===== src/rtl/fc_io_pkg.sv =====
// Shared types and sizing helpers for the fully-connected layer stream front/back end.
package fc_io_pkg;

   // Frame sequencing: collect activations, let the layer settle, stream results out.
   typedef enum logic [1:0] {
      S_FILL   = 2'd0,
      S_SETTLE = 2'd1,
      S_DRAIN  = 2'd2
   } fc_io_state_t;

   // Counter width for a counter that must reach n-1; never narrower than one bit.
   function automatic int fc_cnt_w(input int n);
      return (n > 1) ? $clog2(n) : 1;
   endfunction

   // Default layer geometry and the counter widths that go with it.
   localparam int FC_IN    = 128;
   localparam int FC_OUT   = 10;
   localparam int FC_IDX_W = $clog2(FC_IN);
   localparam int FC_O_W   = $clog2(FC_OUT);

endpackage


===== src/rtl/fc_requant.sv =====
// Requantizes one wide neuron result to an activation: negative -> 0,
// otherwise truncating right shift with saturation to the all-ones code.
module fc_requant #(
   parameter int ZW    = 23,
   parameter int WIDTH = 8,
   parameter int SHIFT = 7
) (
   input  logic [ZW-1:0]    z_i,
   output logic [WIDTH-1:0] q_o
);

   localparam logic [ZW-1:0] Q_MAX = {{(ZW-WIDTH){1'b0}}, {WIDTH{1'b1}}};

   logic [ZW-1:0] shifted;

   // Sign check first, then saturate the shifted magnitude.
   always_comb begin
      shifted = z_i >> SHIFT;
      if (z_i[ZW-1]) begin
         q_o = '0;
      end else if (shifted > Q_MAX) begin
         q_o = '1;
      end else begin
         q_o = shifted[WIDTH-1:0];
      end
   end

endmodule


===== src/rtl/fc_stream_io.sv =====
// Serial activation collector and result streamer around a combinational FC layer.
// Handshakes: a beat transfers on a rising edge where valid && ready are both high;
// ready/valid outputs here depend only on registered state (and rst for s_ready),
// never on the partner's valid/ready, and m_data/m_last hold while m_valid && !m_ready.
module fc_stream_io
   import fc_io_pkg::*;
#(
   parameter int WIDTH  = 8,
   parameter int IN     = FC_IN,
   parameter int OUT    = FC_OUT,
   parameter int ZW     = WIDTH*2 + $clog2(IN),
   parameter int SHIFT  = 7,
   parameter int SETTLE = 2
) (
   input  logic             clk,
   input  logic             rst,
   input  logic [WIDTH-1:0] s_data,
   input  logic             s_valid,
   output logic             s_ready,
   input  logic             s_last,
   output logic [WIDTH-1:0] x [0:IN-1],
   input  logic [ZW-1:0]    z [0:OUT-1],
   output logic [WIDTH-1:0] m_data,
   output logic             m_valid,
   input  logic             m_ready,
   output logic             m_last,
   output logic             busy,
   output logic             frame_err
);

   localparam int IDX_W = (IN == FC_IN) ? FC_IDX_W : fc_cnt_w(IN);
   localparam int O_W   = (OUT == FC_OUT) ? FC_O_W : fc_cnt_w(OUT);
   localparam int SET_W = fc_cnt_w(SETTLE);

   localparam logic [IDX_W-1:0] IDX_LAST = IDX_W'(IN - 1);
   localparam logic [O_W-1:0]   O_LAST   = O_W'(OUT - 1);
   localparam logic [SET_W-1:0] SET_LAST = SET_W'(SETTLE - 1);

   fc_io_state_t     state_q, state_d;
   logic [IDX_W-1:0] idx_q, idx_d;
   logic [O_W-1:0]   o_q, o_d;
   logic [SET_W-1:0] cnt_q, cnt_d;
   logic             frame_err_q, frame_err_d;
   logic [WIDTH-1:0] x_q   [0:IN-1];
   logic [WIDTH-1:0] zq_q  [0:OUT-1];
   logic [WIDTH-1:0] zq_rq [0:OUT-1];
   logic             s_fire, m_fire;
   logic             x_wr, x_clr, zq_cap;

   // One requantizer per neuron; all are captured together at the end of the settle window.
   for (genvar g = 0; g < OUT; g++) begin : g_rq
      fc_requant #(
         .ZW    (ZW),
         .WIDTH (WIDTH),
         .SHIFT (SHIFT)
      ) u_rq (
         .z_i (z[g]),
         .q_o (zq_rq[g])
      );
   end

   // Next-state, counter updates and handshake decode for the frame sequencer.
   always_comb begin
      state_d     = state_q;
      idx_d       = idx_q;
      o_d         = o_q;
      cnt_d       = cnt_q;
      frame_err_d = 1'b0;
      s_ready     = 1'b0;
      m_valid     = 1'b0;
      m_last      = 1'b0;
      s_fire      = 1'b0;
      m_fire      = 1'b0;
      x_wr        = 1'b0;
      x_clr       = 1'b0;
      zq_cap      = 1'b0;
      unique case (state_q)
         S_FILL: begin
            s_ready = !rst;
            s_fire  = s_valid && !rst;
            if (s_fire) begin
               x_wr  = 1'b1;
               idx_d = idx_q + 1'b1;
               if ((idx_q == IDX_LAST) || s_last) begin
                  state_d = S_SETTLE;
               end
               // s_last must coincide exactly with the final vector slot.
               frame_err_d = s_last ^ (idx_q == IDX_LAST);
            end
         end
         S_SETTLE: begin
            if (cnt_q == SET_LAST) begin
               cnt_d   = '0;
               zq_cap  = 1'b1;
               state_d = S_DRAIN;
            end else begin
               cnt_d = cnt_q + 1'b1;
            end
         end
         S_DRAIN: begin
            m_valid = 1'b1;
            m_last  = (o_q == O_LAST);
            m_fire  = m_ready;
            if (m_fire) begin
               if (o_q == O_LAST) begin
                  o_d     = '0;
                  idx_d   = '0;
                  x_clr   = 1'b1;
                  state_d = S_FILL;
               end else begin
                  o_d = o_q + 1'b1;
               end
            end
         end
         default: begin
            state_d = S_FILL;
         end
      endcase
   end

   // State, counters and the framing-error pulse.
   always_ff @(posedge clk) begin
      if (rst) begin
         state_q     <= S_FILL;
         idx_q       <= '0;
         o_q         <= '0;
         cnt_q       <= '0;
         frame_err_q <= 1'b0;
      end else begin
         state_q     <= state_d;
         idx_q       <= idx_d;
         o_q         <= o_d;
         cnt_q       <= cnt_d;
         frame_err_q <= frame_err_d;
      end
   end

   // Activation vector: written beat by beat, cleared when a frame's last result leaves.
   always_ff @(posedge clk) begin
      if (rst || x_clr) begin
         for (int i = 0; i < IN; i++) begin
            x_q[i] <= '0;
         end
      end else if (x_wr) begin
         x_q[idx_q] <= s_data;
      end
   end

   // Captured requantized results, loaded in the last settle cycle.
   always_ff @(posedge clk) begin
      if (rst) begin
         for (int i = 0; i < OUT; i++) begin
            zq_q[i] <= '0;
         end
      end else if (zq_cap) begin
         zq_q <= zq_rq;
      end
   end

   assign x         = x_q;
   assign m_data    = zq_q[o_q];
   assign frame_err = frame_err_q;
   assign busy      = (state_q != S_FILL) || (idx_q != '0);

endmodule


===== config.mk =====
export PLATFORM = sky130hd
export DESIGN_NAME = fc_stream_io
export DESIGN_NICKNAME = d
export VERILOG_FILES = /design/src/rtl/fc_io_pkg.sv /design/src/rtl/fc_requant.sv /design/src/rtl/fc_stream_io.sv
export SDC_FILE = /design/constraint.sdc
export NUM_CORES = 2
export LEC_CHECK = 0
export ABC_CLOCK_PERIOD_IN_PS = 2300
export BUFFER_PORTS_ARGS = -buffer_cell sky130_fd_sc_hd__buf_2
export CORE_AREA = 2 2 503 505
export DETAILED_ROUTE_END_ITERATION = 12
export DIE_AREA = 0 0 505 507
export MAX_ROUTING_LAYER = met4
export SETUP_SLACK_MARGIN = 0.15
export SLEW_MARGIN = 30
export SYNTH_ARGS = -nofsm -noshare
export SYNTH_HDL_FRONTEND = slang
export SYNTH_SLANG_ARGS = --single-unit

===== constraint.sdc =====
create_clock -name clk -period 2.3 [get_ports clk]
set_clock_uncertainty 0.2 [all_clocks]
set_input_delay 0.23 -clock clk [delete_from_list [all_inputs] [get_ports clk]]
set_output_delay 0.23 -clock clk [all_outputs]
set_load 0.05 [all_outputs]

* After elaboration in Yosys (flattened, before gate mapping)
Cells that the tools add are included. W data, S select, Z words.
Operators by class: eq/ne operators 9, multiplexer cells 48, reduce and logical (&&, ||, !) cells 14, add/sub/neg operators 3, bitwise logic cells 5, $lt $le $gt $ge 13
Operators with widths (count):
- $bwmux W1024 | 1
- $mux W8 | 23
- $gt A16 B8 Y1 const B | 10
- $demux W8 S7 | 1
- $bmux W8 S4 | 1
- $mux W7 | 3
- $pmux W7 S2 | 1
- $mux W1 | 11
- $mux W2 | 5
- $ne A2 B2 Y1 const B | 5
- $ge A8 B8 Y1 const B | 1
- $lt A8 B1 Y1 const B | 1
- $not A7 Y8 | 1
- $add A7 B1 Y7 const B | 1
- $eq A7 B7 Y1 const B | 1
- $reduce_bool A7 Y1 | 1
- $pmux W2 S3 | 1
- $ge A5 B5 Y1 const B | 1
- $not A4 Y5 | 1
- $reduce_and A5 Y1 | 1
- $add A4 B1 Y4 const B | 1
- $eq A4 B4 Y1 const B | 1
- $mux W4 | 1
- $reduce_and A4 Y1 | 1
- 12 further kinds | 17
Word-level totals: logic and storage cells 235, output and inout port bits 1037, flip-flop bits (word level) 1119, input port bits 243

* Depth between registers and ports, before layout
word-level depth 6, depth in mapped cells 11, depth with buffers taken out 6

* By module
Synthesis repeated with hierarchy kept, for this count alone.
Unflattened totals: cells, all modules 4325, area total of the unflattened synthesis 39401.5 µm²
By module, submodules not included:
- fc_stream_io | seq. area each 22401.5 µm², cells an instance 4125, area each 38275.5 µm², times used 1
- fc_requant | seq. area each 0.0 µm², cells an instance 20, area each 112.6 µm², times used 10

* Worst setup path after synthesis
Ideal clock, no wire load.
kind register to output, from reg o_q[1], to out m_last, cell stages (with the launch flop) 8, arrival time 2.201 ns, slack -0.331 ns, data required time 1.870 ns, buffers on the path 5, cell sequence dfxtp_1 buf_2 or3b_1 buf_2 buf_2 buf_2 buf_1 nor2_1
Between the ends: word-level cells in the longest chain between the ends 2
Ends and longest elaborated chain:
- start, declared | RTL line fc_stream_io.sv:41 | logic [O_W-1:0] o_q, o_d;
- start signal, assigned | RTL line fc_stream_io.sv:126 | o_q <= '0;
- start signal, assigned | RTL line fc_stream_io.sv:132 | o_q <= o_d;
- $eq A4 B4 Y1 | RTL line fc_stream_io.sv:102 | m_last = (o_q == O_LAST);
- $mux W1 | RTL line fc_stream_io.sv:77 | unique case (state_q)
- end, declared | RTL line fc_stream_io.sv:26 | output logic m_last,
Every way passes these cells.

* Worst setup path after layout
from reg o_q[0], to out m_data[1]
Between the ends: word-level cells in the longest chain between the ends 4
Ends and longest elaborated chain:
- $not A4 Y5 (not written as such) | RTL line fc_stream_io.sv:161 | assign m_data = zq_q[o_q];
- $bmux W8 S4 | RTL line fc_stream_io.sv:161
- $mux W8 (not written as such) (2 in a row) | RTL line fc_stream_io.sv:161
- end, declared | RTL line fc_stream_io.sv:23 | output logic [WIDTH-1:0] m_data,
Every way passes these cells. The select of a mux whose other input is x is not followed.

==> out/metrics.yaml <==
global_route:
  grt.overflow.total: 0
  grt_pass1_vias: 51280
  grtUsageTotal_pct: 19.60
  grt_pass1_wl_mm: 364.4
  antenna_found_initial: 18
  grt_max_degree: 159
setup_path:
  rrSetupSlack_ns: -0.30
  end_kind: "output pin"
  cp_data_required_time_ns: 1.87
  arrival_ns: 2.44
  startpoint_type: "flop"
  path_class: "reg -> out"
  critPathMaxFanout: 7
cts:
  cts_buffers: 131
  clock_path_buffers: 3
  cts_tree: "built"
  clk_latency_ns: 0.79
  htree_levels: 4
  cts_root_buffer: "clkbuf_16"
  clk_pin_slew_ns: 0.06
  numClockSinks: 1119
floorplan:
  die_w_um: 505
  initial_core_util_pct: 19.73
  io_pins: 1280
  core_um2: 250500
  row_count: 184
  die_area_um2: 256000
  die_h_um: 507
final_layout:
  fillers: 26080
  stdcell_count: 10190
  synthToLayoutAreaGrowth_pct: 45.45
  drive_gt1_share_pct: 30.60
  fin_nets: 6972
place:
  place_hpwl_mm: 163.4
  pre_cts_slack_ns: -0.06836
  dp_cells: 9546
  gp_congestion: 0.9706
  port_buffers: 1209
timing:
  tightest_slew_ns: 0.7912
  final.min_clock_period_ns: 2.874
  relSlewSlack_pct: 47.26
  fmax_mhz: 348.0
  finalHoldViolCount: 0
  layout_worst_path_cycle_share_pct: 124.9
  postLayoutSetupSlackWorst_ns: -0.5736
  rsz0062_at_grt: "yes"
  setup_violations: 1038
  slew_viol_final: 0
hold_path:
  holdCritPathClass: "in -> reg"
synthesis:
  synth_edf_count: 0
  yosys_most_used_dff: "dfxtp_1"
  syn-mean-instance-area_um2: 9.022
  yosys.area.top_type_share_pct: 45.33
  synthCells: 5477
  synth-seq-cells: 1119
  syn-num-nets: 5723
  seq_area_frac_synth_pct: 45.33
  synthTopCellsByCount: "dfxtp_1, a21oi_1, nand4_1, o31ai_1, clkbuf_1"
  synth.most_common_cell: "dfxtp_1"
  synth-async-reset-ratio_pct: 0
  synth_area_leader_cell: "dfxtp_1"
  syn-cell-area_um2: 49410
  netlist-cell-type-count: 56
  netlist_top_cells_area: "dfxtp_1, o31ai_1, nand4_1"
  yosysWarningCount: 0
detailed_routing:
  drc_errors: 0
  first_iter_violations: 7013
  drt_wl_total_mm: 267.7
  vias: 54360
  wl_per_cell_um: 26.27
  via_per_inst: 5.334
  ant_nets: 0
  drt_first_pass_iters: 8
flow_run:
  max-cap-violations: 0
pwr:
  ir_drop_uv: 622.7
  p_leak_uw: 0.02890
  p_per_area_nw_per_um2: 626.9
  power.total_uw: 45060
status:
  status: "complete, but fails checks"
  violations: "negative setup slack"
[cells in the final DEF, fill, tap and decap left out, types with 8 or more instances in the layout]
cell,Yosys,layout
buf_2,178,1188
dfxtp_1,1119,1108
a21oi_1,780,778
nand4_1,770,770
o31ai_1,768,766
mux2i_1,273,270
nor2b_1,269,268
buf_4,7,226
dlygate4sd3_1,0,220
buf_12,0,200
o21ai_0,215,193
clkbuf_16,0,173
nor3_1,83,82
o2bb2ai_1,81,81
o21ai_1,48,67
buf_16,0,48
nand3_1,35,34
buf_6,67,31
clkbuf_8,0,30
clkbuf_1,537,25
or4_1,21,21
buf_8,0,21
clkinv_2,0,17
diode_2,0,16
bufbuf_16,0,12
nand2b_1,11,11
mux4_2,8,8
mux2_2,8,8
o21ai_4,0,8
inv_6,0,8
bufinv_16,0,8
[flip-flops by register name (all words and copies together), names as in the netlist]
name       count
cnt_q          1
frame_err      1
idx_q          7
o_q            4
state_q        2
x           1024
zq_q          80
[path summary, 6_finish.rpt]
kind	endpoint	cells after the start	start
max	m_data[1]	7	o_q[0]
min	x[934]	4	s_data[6]
max reg2reg	x[338]	13	o_q[0]
min reg2reg	x[107]	2	x[107]
[critical path: stages (launching register included)]
cell     delay (ns)
dfxtp_4        0.37
buf_12         0.11
buf_16         0.13
mux2i_1        0.21
buf_4          0.18
o22ai_4        0.08
a221o_2        0.40
buf_8          0.19
[power breakdown]
| part | leakage (uW) | internal (uW) | switching (uW) |
|---|---|---|---|
| Clock | 0.00217 | 12500 | 9260 |
| Sequential | 0.00902 | 19400 | 35.4 |
| Combinational | 0.0177 | 1430 | 2410 |
| Total | 0.0289 | 33300 | 11700 |
[area by class of cell]
| type | instances | area [um2] | area share (%) |
|---|---|---|---|
| inverter | 7 | 28.78 | 0.04004 |
| tap | 3348 | 4189 | 5.828 |
| multi-input combinational | 3479 | 23470 | 32.66 |
| timing repair buffer | 1988 | 17280 | 24.04 |
| antenna | 16 | 40.04 | 0.05571 |
| clock buffer | 186 | 3785 | 5.266 |
| clock inverter | 48 | 649.4 | 0.9035 |
| sequential | 1119 | 22430 | 31.21 |
[through the flow]
stage | TNS [ns] | utilization (%) | hold slack, ns | area, um2
detailed placement | -0.1410 | 24.40 | 0.2462 | 61130
global placement | -0.003011 | 24.40 | 0.2414 | 61130
global route | -272.94 | 28.68 | 0.1753 | 71850
CTS | -183.12 | 28.00 | 0.1423 | 70120
floorplan | 0 | - | 0.1884 | 49480
finish | -186.00 | 28.69 | 0.2352 | 71870
[logic make-up (layout without fill, tap and decap cells)]
logic type	count (synthesis)	count (layout)	synth area share (%)
AOI/OAI and AO/OA	1921	1921	24.16
and+or+nand+nor	1263	1264	16.11
DFF	1119	1119	45.33
buffers and inverters	880	2229	8.214
muxes	289	289	6.077
adders and majority gates	3	3	0.07597
xor gates and xnor gates	2	2	0.03546
other	0	16	0
[per-layer routing]
metal	track usage, %	wire length (um)	up-vias
li1	-	-	23380
met1	23.79	106500	26350
met2	29.78	118700	3785
met3	4.676	25820	843
met4	10.84	16660	0
met5	-	0	-
[repair_timing]
| item | in CTS | in global routing |
|---|---|---|
| cloned | 41 | 53 |
| hold endpoints to repair | 694 | 0 |
| gates resized for setup | 143 | 102 |
| setup endpoints to repair | 905 | 1045 |
| hold buffers | 220 | 0 |
| setup buffers | 60 | 21 |
| pin swaps | 15 | 8 |
Power figures use the tool's default switching activity.
